--- src/rtl/frame_writer.sv ---
// frame_writer: collects rasterized pixels for a 64x64, 1-bpp frame into a
// one-row buffer and flushes that row to memory with a read-modify-write.
// It can also zero the whole frame on request.
//
// Ports:
//   clk, rst                 rising-edge clock, synchronous active-high reset
//   pix_valid/pix_ready      pixel handshake; pix_x selects the bit and
//                            pix_y selects the row; pix_last ends a line
//   clear_req                zero all 64 rows (honoured only when idle)
//   mem_addr/re/rdata        row read; rdata is valid one cycle after re
//   mem_we/wdata             row write
//   busy                     high whenever the block is not idle
//   done                     one-cycle pulse at the end of a line flush or a clear
module frame_writer (
    input  logic        clk,
    input  logic        rst,
    input  logic        pix_valid,
    input  logic [5:0]  pix_x,
    input  logic [5:0]  pix_y,
    input  logic        pix_last,
    output logic        pix_ready,
    input  logic        clear_req,
    output logic [5:0]  mem_addr,
    output logic        mem_re,
    input  logic [63:0] mem_rdata,
    output logic        mem_we,
    output logic [63:0] mem_wdata,
    output logic        busy,
    output logic        done
);

    typedef enum logic [2:0] {
        S_IDLE,
        S_CLEAR,
        S_RD,
        S_RDW,
        S_ACC,
        S_WB,
        S_DONE
    } state_t;

    state_t      state_q, state_d;
    logic [63:0] buf_q, buf_d;
    logic [5:0]  buf_row_q, buf_row_d;
    logic [5:0]  tgt_q, tgt_d;       // row to fetch in the next read
    logic        dirty_q, dirty_d;
    logic        last_q, last_d;
    logic [5:0]  cnt_q, cnt_d;
    logic        row_hit;

    assign row_hit = (pix_y == buf_row_q);
    assign busy    = (state_q != S_IDLE);

    always_comb begin
        state_d   = state_q;
        buf_d     = buf_q;
        buf_row_d = buf_row_q;
        tgt_d     = tgt_q;
        dirty_d   = dirty_q;
        last_d    = last_q;
        cnt_d     = cnt_q;
        pix_ready = 1'b0;
        mem_addr  = 6'd0;
        mem_re    = 1'b0;
        mem_we    = 1'b0;
        mem_wdata = 64'd0;
        done      = 1'b0;

        case (state_q)
            S_IDLE: begin
                // A clear wins over a pending pixel; the pixel simply waits.
                if (clear_req) begin
                    cnt_d   = 6'd0;
                    state_d = S_CLEAR;
                end else if (pix_valid) begin
                    tgt_d   = pix_y;
                    state_d = S_RD;
                end
            end
            S_CLEAR: begin
                mem_we   = 1'b1;
                mem_addr = cnt_q;
                cnt_d    = cnt_q + 6'd1;
                if (cnt_q == 6'd63) begin
                    state_d = S_DONE;
                end
            end
            S_RD: begin
                mem_re    = 1'b1;
                mem_addr  = tgt_q;
                buf_row_d = tgt_q;
                state_d   = S_RDW;
            end
            S_RDW: begin
                buf_d   = mem_rdata;
                dirty_d = 1'b0;
                state_d = S_ACC;
            end
            S_ACC: begin
                if (pix_valid) begin
                    if (row_hit) begin
                        pix_ready    = 1'b1;
                        buf_d[pix_x] = 1'b1;
                        dirty_d      = 1'b1;
                        if (pix_last) begin
                            last_d  = 1'b1;
                            state_d = S_WB;
                        end
                    end else if (dirty_q) begin
                        // Row change: flush first; the pixel is held upstream.
                        state_d = S_WB;
                    end else begin
                        tgt_d   = pix_y;
                        state_d = S_RD;
                    end
                end
            end
            S_WB: begin
                mem_we    = 1'b1;
                mem_addr  = buf_row_q;
                mem_wdata = buf_q;
                dirty_d   = 1'b0;
                if (last_q) begin
                    state_d = S_DONE;
                end else begin
                    // pix_y is still the stalled pixel that forced this flush.
                    tgt_d   = pix_y;
                    state_d = S_RD;
                end
            end
            S_DONE: begin
                done    = 1'b1;
                last_d  = 1'b0;
                buf_d   = 64'd0;
                dirty_d = 1'b0;
                state_d = S_IDLE;
            end
            default: begin
                state_d = S_IDLE;
            end
        endcase
    end

    always_ff @(posedge clk) begin
        if (rst) begin
            state_q   <= S_IDLE;
            buf_q     <= 64'd0;
            buf_row_q <= 6'd0;
            tgt_q     <= 6'd0;
            dirty_q   <= 1'b0;
            last_q    <= 1'b0;
            cnt_q     <= 6'd0;
        end else begin
            state_q   <= state_d;
            buf_q     <= buf_d;
            buf_row_q <= buf_row_d;
            tgt_q     <= tgt_d;
            dirty_q   <= dirty_d;
            last_q    <= last_d;
            cnt_q     <= cnt_d;
        end
    end

endmodule

--- config.mk ---
export PLATFORM = sky130hd
export DESIGN_NAME = frame_writer
export DESIGN_NICKNAME = d
export VERILOG_FILES = /design/src/rtl/frame_writer.sv
export SDC_FILE = /design/constraint.sdc
export NUM_CORES = 1
export LEC_CHECK = 0
export ABC_CLOCK_PERIOD_IN_PS = 2100
export BUFFER_PORTS_ARGS = -buffer_cell sky130_fd_sc_hd__clkbuf_2
export CAP_MARGIN = 20
export CORE_UTILIZATION = 30
export DETAILED_ROUTE_END_ITERATION = 8
export PLACE_DENSITY = 0.62
export SYNTH_ARGS = -nofsm -noshare
export SYNTH_HDL_FRONTEND = slang
export SYNTH_SLANG_ARGS = --single-unit
export TNS_END_PERCENT = 20
--- constraint.sdc ---
create_clock -name clk -period 2.1 [get_ports clk]
set_input_delay 0.42 -clock clk [delete_from_list [all_inputs] [get_ports clk]]
set_output_delay 0.42 -clock clk [all_outputs]
set_load 0.02 [all_outputs]
# Word-level counts from Yosys, hierarchy flattened
# Cells that the tools add are included.
# word_totals
ff_bits	87
in_bits	81
out_inout_bits	75
# classes
addsub	1
order_cmp	2
eq_ne	20
n_mux	38
bitwise_logic	1
n_reduce_logical	16
# ops
cell	n
$mux 64	3
$pmux 64 s3	1
$or 64x64->64	1
$mux 6	7
$pmux 6 s3	2
$mux 3	8
$ne 2x2->1 const B	10
$pmux 3 s6	1
$mux 1	12
$pmux 6 s2	1
$eq 3x3->1 const B	3
$reduce_bool 3->1	3
$reduce_and 4->1	2
$lt 6x7->1 const B	1
$reduce_and 7->1	1
$add 6x1->6 const B	1
$demux 1 s6	1
$eq 3x2->1 const B	2
$eq 6x6->1	1
$eq 6x6->1 const B	1
$ge 6x1->1 const B	1
$ne 3x3->1 const B	2
$reduce_and 3->1	2
$reduce_bool 2->1	3
other kinds (7)	8

# Depth between registers and ports, before layout
# depth
word_depth	8
depth_mapped	7
mapped_depth_nobuf	6

# Worst setup path before layout
# OpenSTA, ideal clock, no wires.
# synth_timing
path_kind	register to output
startpoint	reg state_q[0]
endpoint	out mem_addr[0]
arrival_ns	1.646
required_ns	1.680
slack_ns	0.034
path_stages_with_launch	7
path_buffers	3
cell_sequence	dfxtp_1 > buf_6 > nor2b_1 > buf_2 > clkbuf_1 > a22oi_1 > o21ai_0
# synth_between
elab_chain_len	2
word_cells_on_any_way	4
classes_between	eq/ne: 3; mux: 1
# synth_rtl
element	line_no	rtl
from (decl)	42	state_t state_q, state_d;
from (signal assigned)	154	state_q <= state_d;
$eq 3x3->1, or another cell as far along	69	case (state_q)
$pmux 6 s3 (*)	69	
to (decl)	23	output logic [5:0] mem_addr,
# Mark *: on every way between the ends. The rest lies on a longest branch, timed or not.

# Worst setup path after layout
# layout_timing
startpoint	reg state_q[0]
endpoint	out mem_wdata[48]
# layout_between
elab_chain_len	2
# layout_rtl
element	line_no	rtl
$eq 3x3->1	69	
$mux 64	69	
to (decl)	27	output logic [63:0] mem_wdata,
# No other way between the ends.

==> impl_metrics.json <==
{
  "min_path_type": "input pin to flop",
  "cpPeakStageDelay_ns": 0.37,
  "cp_data_arrival_time_ns": 1.59,
  "syn-cell-area_sq_um": 4470,
  "finalCritPeriodShare_pct": 95.8,
  "vias_per_cell": 5.24,
  "syn_inst": 554,
  "grt_setup_unrepaired": "true",
  "finalInstanceArea_sq_um": 5900,
  "hold_buffers": 0,
  "grt_pass1_vias": 4233,
  "htree_levels": 3,
  "hold_viol_final": 0,
  "fin_crit_ns": 2.01,
  "overflow": 0,
  "die_y_um": 124,
  "die_w_um": 124,
  "ant_nets": 0,
  "end_kind": "primary output",
  "gp_congestion": 0.827,
  "fin_nets": 785,
  "drt_iter0_markers": 378,
  "clkPwrFrac_pct": 30.3,
  "power.share.combinational_pct": 33.2,
  "clockRootBuffer": "clkbuf_16",
  "r2r_cells": 7,
  "setup_viol": 0,
  "synth_edf_count": 0,
  "path_cells": "nor2b_4 -> buf_6 -> and3_1 -> clkbuf_2",
  "reg2reg_setup_slack_ns": 0.19,
  "worst-slew-pin-transition_ns": 0.871,
  "synth_area_per_cell_sq_um": 8.06,
  "critical_path_class": "flop to primary output",
  "firstDrtPassIters": 5,
  "vias": 4671,
  "synth_ff_type": "dfxtp_1",
  "worstReg2RegStart": "state_q[1]",
  "power_switching_mw": 1.89,
  "hold_depth": 3,
  "drive_gt1_share_pct": 32.8,
  "cts.sinks": 87,
  "synthDistinctLibCells": 52,
  "dp_slack_ns": 0.0341,
  "avgRoutedWirePerCell_um": 16.8,
  "internal_power_mw": 3.49,
  "cts.clk_slew.worst_paths_ns": 0.06,
  "cts_buffer_depth": 2,
  "status": "completed",
  "area_delta_synth_final_pct": 32.0,
  "grt_use_total_pct": 19.7,
  "rows": 44,
  "pin_count": 156,
  "setup.worst_path.start_class": "flop",
  "setup_slack_ns": 0.0888,
  "final_common_cell": "clkbuf_2",
  "power_mw": 5.37,
  "drv_slew": 0,
  "grt_pass1_wl_um": 22700,
  "routed_wl_um": 15000,
  "power.density_nw_per_um2": 912,
  "clk_latency_ns": 0.35,
  "cts_tree": "built",
  "portBuffers": 155,
  "slowest_stage": "dfxtp_2",
  "yosysWarnings": 0,
  "seq_area_sq_um": 1750,
  "crit_fanout": 26,
  "start_util_pct": 30.7,
  "num_antenna_cells": 0,
  "crit_start": "state_q[0]",
  "grt_max_degree": 41,
  "fmax_ghz": 0.497,
  "max-vdd-ir-drop_uv": 443,
  "final_cell_mix": "clkbuf_2 (153), nand2_1 (93), dfxtp_1 (85), a22oi_1 (70), and3_1 (67)",
  "fillers": 1549,
  "relSlewSlack_pct": 41.8,
  "ys_seq_area_share_pct": 39.0,
  "cp.required_ns": 1.68,
  "fp.coreArea_sq_um": 14500,
  "antenna_found_initial": 0,
  "multi_input_area_sq_um": 2550,
  "async_flop_share_pct": 0,
  "max_cap_violations": 0,
  "syn-num-nets": 636,
  "seq_power_share_pct": 36.5,
  "dieArea_sq_um": 15400,
  "yosys_register_bits": 87,
  "hpwl_um": 10700,
  "worstHoldStart": "pix_y[1]",
  "holdWs_ns": 0.325,
  "switching_share_pct": 35.1,
  "fin_skew_ns": 0.00267,
  "postPlaceCellArea_sq_um": 5520,
  "leakage_nw": 2.74,
  "drc_errors": 0,
  "numCtsBuffers": 9
}
cell usage after synthesis (4+ instances only):
library cell | n | area share, %
o21ai_1 | 27 | 3.0
nor2_2 | 5 | 0.70
o21ai_0 | 48 | 5.4
a21oi_1 | 4 | 0.45
a32oi_1 | 4 | 0.78
nor2_1 | 20 | 1.7
inv_1 | 5 | 0.42
and3_1 | 67 | 9.4
buf_2 | 6 | 0.67
nor3_1 | 5 | 0.56
nand2_1 | 93 | 7.8
xnor2_1 | 6 | 1.2
dfxtp_1 | 87 | 39
clkbuf_1 | 39 | 3.3
a22oi_1 | 70 | 12
mux2i_1 | 14 | 3.1
nand2b_1 | 5 | 0.70
through the flow:
stage	utilization, %	TNS, ns	std cells
floorplan	-	0	554
global placement	38.0	0	871
detailed placement	38.0	0	871
CTS	40.3	0	888
global route	40.6	-0.0101	891
finish	40.6	0	891
sequential cells by signal, summed over array words and instances (netlist names):
register,flops
cnt_q,6
buf_row_q,6
tgt_q,6
dirty_q,1
state_q,3
buf_q,64
last_q,1
power groups by stage:
stage | combinational [mW] | clock, mW | sequential [mW]
3_5_place_dp | 1.66 | 0 | 2.00
2_1_floorplan | 1.17 | 0 | 1.94
3_3_place_gp | 1.67 | 0 | 2.00
4_1_cts | 1.72 | 1.66 | 1.97
6_report | 1.78 | 1.63 | 1.96
5_1_grt | 1.95 | 1.72 | 1.98
worst paths after layout:
| path | to |
|---|---|
| hold reg to reg | buf_q[48] |
| hold / removal | tgt_q[1] |
| setup reg to reg | buf_q[37] |
| setup / recovery | mem_wdata[48] |
critical path: cells and delay by family, from the launching register on:
family        cells  cell delay, ns
buf+inv           2            0.41
flops             1            0.37
simple gates      2            0.47
cell families after synthesis:
family / share of synthesized area [%]
AND/OR/NAND/NOR: 27.7
AO/OA/AOI/OAI: 23.9
flip-flops: 39.0
buffers and inverters: 4.87
multiplexers: 3.14
XOR/XNOR: 1.18
adder cells (fa/ha/maj): 0.280
per-layer routing:
metal	global-route usage [%]	vias to the layer above	share of wire, %
li1	-	2296	-
met1	27.4	2187	46
met2	30.0	170	46
met3	4.26	18	6.1
met4	6.70	0	1.7
met5	0	-	0
layout make-up:
class	count	area share, %
well taps	184	3.90
clock buffers	11	4.29
repair buffers	186	17.8
clock inverters	4	0.764
multi-input cells	414	43.3
flip-flops and latches	87	29.6
inverters	5	0.318
timing repair:
| item | CTS | global route |
|---|---|---|
| buffers inserted | 2 | 3 |
| resized for setup | 9 | 7 |
| pin swaps | 0 | 1 |
| endpoints found under the setup margin | 71 | 93 |
No activity file was read; power rests on OpenSTA's default activity.
